--- src/rtl/logarithm.sv ---
// Natural-log unit: y (2.16 unsigned) -> x = ln(y) (0.16), shift-and-add greedy over a ln(1+2^-k) ROM.
// Build option: define LOGARITHM_ROUND_EN for round-half-up of the result (default truncates).
module logarithm #(
  parameter int ITER  = 17,
  parameter int GUARD = 4
) (
  input  logic        clk,
  input  logic        rst,
  input  logic        start,
  input  logic [1:0]  intpart,
  input  logic [15:0] fracpart,
  output logic        done,
  output logic [15:0] x,
  output logic        err
);

  localparam int FW = 16 + GUARD;
  localparam int PW = FW + 3;
  localparam int AW = FW + 1;
  localparam int YW = FW + 2;
  localparam int KW = $clog2(ITER);
  localparam int ROM_SHL = (GUARD > 4) ? GUARD - 4 : 0;
  localparam int ROM_SHR = (GUARD < 4) ? 4 - GUARD : 0;

  localparam logic [PW-1:0] P_ONE  = {3'b001, {FW{1'b0}}};
  localparam logic [KW-1:0] K_LAST = KW'(ITER - 1);

  typedef enum logic [1:0] {IDLE, CALC, DONE} state_t;

  state_t        state_q;
  logic [YW-1:0] y_q;
  logic [PW-1:0] p_q, p_d, t_d;
  logic [AW-1:0] acc_q, acc_d;
  logic [KW-1:0] k_q;
  logic          take_d;
  logic          done_q, err_q;
  logic [15:0]   x_q;

  // ln(1+2^-k) truncated at 2^-20, rescaled to the configured guard width
  function automatic logic [FW-1:0] ln_rom(input logic [KW-1:0] k);
    logic [31:0] v;
    case (int'(k))
      0:       v = 32'h000B1721;
      1:       v = 32'h00067CC8;
      2:       v = 32'h000391FE;
      3:       v = 32'h0001E270;
      4:       v = 32'h0000F851;
      5:       v = 32'h00007E0A;
      6:       v = 32'h00003F81;
      7:       v = 32'h00001FE0;
      8:       v = 32'h00000FF8;
      9:       v = 32'h000007FE;
      10:      v = 32'h000003FF;
      11:      v = 32'h000001FF;
      12:      v = 32'h000000FF;
      13:      v = 32'h0000007F;
      14:      v = 32'h0000003F;
      15:      v = 32'h0000001F;
      16:      v = 32'h0000000F;
      default: v = 32'h00000000;
    endcase
    v = (v << ROM_SHL) >> ROM_SHR;
    return v[FW-1:0];
  endfunction

  // Returns {err, x}: domain check, saturation, then 16-bit reduction of ACC
  function automatic logic [16:0] reduce(input logic [AW-1:0] acc, input logic [1:0] ip);
    logic [16:0] r;
    r = {1'b0, acc[FW-1:FW-16]};
`ifdef LOGARITHM_ROUND_EN
    r = r + {16'b0, acc[FW-17]};
`endif
    if (ip == 2'd0)
      return {1'b1, 16'h0000};
    else if (ip == 2'd3 || acc[FW] || r[16])
      return {1'b1, 16'hFFFF};
    else
      return {1'b0, r[15:0]};
  endfunction

  always_comb begin
    t_d    = p_q + (p_q >> k_q);
    take_d = (t_d <= {1'b0, y_q});
    p_d    = take_d ? t_d : p_q;
    acc_d  = take_d ? acc_q + {1'b0, ln_rom(k_q)} : acc_q;
  end

  // DONE also samples start so a held start yields results every ITER+1 cycles
  always_ff @(posedge clk or negedge rst) begin
    if (!rst) begin
      state_q <= IDLE;
      y_q     <= '0;
      p_q     <= '0;
      acc_q   <= '0;
      k_q     <= '0;
      done_q  <= 1'b0;
      x_q     <= 16'h0000;
      err_q   <= 1'b0;
    end else begin
      done_q <= 1'b0;
      case (state_q)
        IDLE, DONE: begin
          if (start) begin
            y_q     <= {intpart, fracpart, {GUARD{1'b0}}};
            p_q     <= P_ONE;
            acc_q   <= '0;
            k_q     <= '0;
            state_q <= CALC;
          end else begin
            state_q <= IDLE;
          end
        end
        CALC: begin
          p_q   <= p_d;
          acc_q <= acc_d;
          k_q   <= k_q + KW'(1);
          if (k_q == K_LAST) begin
            {err_q, x_q} <= reduce(acc_d, y_q[YW-1:FW]);
            done_q       <= 1'b1;
            state_q      <= DONE;
          end
        end
        default: state_q <= IDLE;
      endcase
    end
  end

  assign done = done_q;
  assign x    = x_q;
  assign err  = err_q;

endmodule

--- config.mk ---
export PLATFORM = sky130hd
export DESIGN_NAME = logarithm
export DESIGN_NICKNAME = d
export VERILOG_FILES = /design/src/rtl/logarithm.sv
export SDC_FILE = /design/constraint.sdc
export NUM_CORES = 1
export LEC_CHECK = 0
export CAP_MARGIN = 20
export CORE_MARGIN = 2
export CORE_UTILIZATION = 65
export DETAILED_ROUTE_END_ITERATION = 7
export GPL_ROUTABILITY_DRIVEN = 0
export PLACE_DENSITY = 0.91
export SLEW_MARGIN = 20
export SYNTH_ARGS = -nofsm -noshare
export SYNTH_HDL_FRONTEND = slang
export SYNTH_SLANG_ARGS = --single-unit
--- constraint.sdc ---
create_clock -name clk -period 12 [get_ports clk]
set_clock_uncertainty 0.15 [all_clocks]
set_input_delay 1.2 -clock clk [delete_from_list [all_inputs] [get_ports clk]]
set_output_delay 1.2 -clock clk [all_outputs]
set_load 0.01 [all_outputs]
==> impl_metrics.tcl <==
set metrics [dict create \
    synthTopCellsByArea "dfrtp_1 29%, ha_1 11%, o21ai_0 4.9%" \
    die_h_microns 111.3 \
    synthToLayoutAreaGrowth_pct 10.28 \
    seqCellArea_sq_um 2177 \
    multi_input_area_sq_um 4945 \
    grt_max_degree 67 \
    clock-root-buffer "clkbuf_16" \
    nFillCells 788 \
    worstSetupPathType "flop to flop" \
    dr.first_iter.drc_count 1121 \
    timing.setup.tns_ns 0 \
    post-route-period-util 0.6668 \
    synth_cell_types 69 \
    core_area_sq_um 11320 \
    clockBufferDepth 2 \
    wl_microns 20390 \
    worstSetupEndpointType "flop" \
    dieArea_sq_um 12390 \
    syn_nets 963 \
    arrival_ns 8.10 \
    cts_tree "built" \
    drc 0 \
    antenna_found_initial 0 \
    synth_top_area_share 0.2908 \
    antenna_left 0 \
    netlist.top_cell.by_area "dfrtp_1" \
    post_cts_buffers 0 \
    cts_resized 0 \
    synth_seq_cells 87 \
    synth-edff-count 0 \
    cap_violations 0 \
    vias 7141 \
    fmax_ghz 0.1250 \
    track_usage 0.3335 \
    wl_per_cell_microns 19.83 \
    firstDrtPassIters 6 \
    ys_warn_count 0 \
    grt_pass1_vias 6771 \
    ys.flop_type "dfrtp_1" \
    num_antenna_cells 0 \
    synth_area_sq_um 7486 \
    hp-class "flop to flop" \
    cts.clk_slew.worst_paths_ns 0.07 \
    yosysSeqAreaShare 0.2908 \
    cts_hold_buffers 0 \
    period_minus_slack_ns 8.002 \
    drive_gt1_frac 0.07458 \
    port_buffers 38 \
    fin_nets 970 \
    grt_pass1_wl_microns 33590 \
    grt-ovfl-total 0 \
    insertion_delay_ns 0.36 \
    cp_max_fo 35 \
    htreeDepth 3 \
    start_kind "flop" \
    required_ns 12.10 \
    min_path_cells 2 \
    synthCells 873 \
    finalHoldViolCount 0 \
    synth_commonest_cells "92 x nand2_1, 87 x dfrtp_1, 74 x o21ai_0" \
    status "complete, no violations" \
    async_reset_ff_frac 1.000 \
    post_synth.cell_area_avg_sq_um 8.575 \
    cts_made_buffers 9 \
    avgViaCountPerCell 6.946 \
    finalSetupViolations 0 \
    dpl.hpwl_microns 14380 \
    tightestPinTransition_ns 0.9881 \
    reg2regPathDepth 24 \
    rsz0062_at_grt "no" \
    initial_core_util 0.6613 \
    slew_viol_final 0 \
    chipWidth_microns 111.3 \
    slew_headroom 0.3413 \
    fp-row-count 39 \
    yosysMostFrequentCell "nand2_1" \
    ios 39 \
    cts.sinks 87 \
]
-- sequential cells by signal (all words and copies together), names as in the netlist --
register	cells
y_q	18
acc_q	21
done	1
x	16
state_q	2
p_q	23
k_q	5
err	1
-- path summary, 6_finish.rpt --
check | start | endpoint | slack [ns]
max | k_q[4] | p_q[5] | 4.00
max in group asynchronous | rst | acc_q[9] | 9.99
max reg2reg | k_q[4] | p_q[5] | 4.00
min in group asynchronous | rst | y_q[15] | 0.57
min | x[0] | x[0] | 0.34
min reg2reg | x[0] | x[0] | 0.34
-- metrics by stage --
stage	utilization	hold slack [ns]	std cells	area, sq um	worst slack, ns
finish	0.7292	0.3437	1028	8255	3.998
global route	0.7292	0.3598	1028	8255	3.436
CTS	0.7292	0.3430	1028	8255	4.353
detailed placement	0.6995	0.3226	1012	7919	4.404
global placement	0.6995	0.3205	1012	7919	4.661
floorplan	-	0.3023	873	7486	5.686
-- layout make-up --
type,count,share of cell area
Multi-Input combinational cell,693,0.5990
Sequential cell,87,0.2637
Timing Repair Buffer,51,0.05759
Clock buffer,10,0.02895
Tap cell,143,0.02167
Inverter,38,0.01728
Clock inverter,6,0.01182
-- worst max-delay path, cell delays in order (launching register included) --
cell and delay (ns):
dfrtp_1 0.99, clkinv_1 0.68, mux2_2 0.45, o21ai_0 0.15
o22ai_1 0.10, ha_1 0.40, nand3_1 0.11, a2111oi_0 0.66
o211ai_1 0.25, a21oi_1 0.21, nor2_1 0.09, nand2_1 0.07
a31oi_1 0.09, xnor2_1 0.37, ha_1 0.26, nand2_1 0.07
nor4_1 0.45, o211ai_1 0.21, o311a_1 0.17, a21oi_2 0.10
buf_4 0.38, nand3_1 0.53, buf_4 0.45, and3_1 0.24
a41o_1 0.22
-- per-layer routing --
layer | global-route usage | vias up | wire (microns)
li1 | - | 3246 | -
met1 | 0.4544 | 3340 | 8388
met5 | 0 | - | 0
met3 | 0.07162 | 91 | 2066
met4 | 0.1473 | 0 | 820
met2 | 0.5171 | 464 | 9110
-- layout by cell type (no fill, tap or decap), types with 22 or more instances in the layout --
master	n
clkdlybuf4s50_1	37
o21ai_0	74
nand3_1	22
inv_1	35
a21oi_1	60
nor2_1	64
nand2_1	92
xnor2_1	23
a41o_1	25
mux2i_1	24
and3_1	33
dfrtp_1	87
ha_1	67
-- cell families after synthesis --
| family | after synthesis | share of synthesized area |
|---|---|---|
| adder cells (fa/ha/maj) | 70 | 0.1188 |
| AO/OA/AOI/OAI | 273 | 0.2452 |
| flip-flops | 87 | 0.2908 |
| multiplexers | 43 | 0.08006 |
| AND/OR/NAND/NOR | 272 | 0.1743 |
| buffers and inverters | 93 | 0.04981 |
| XOR/XNOR | 35 | 0.04095 |
Power is not shown: default switching activity piles up to over one toggle a cycle in this logic, so the estimate is an artifact.
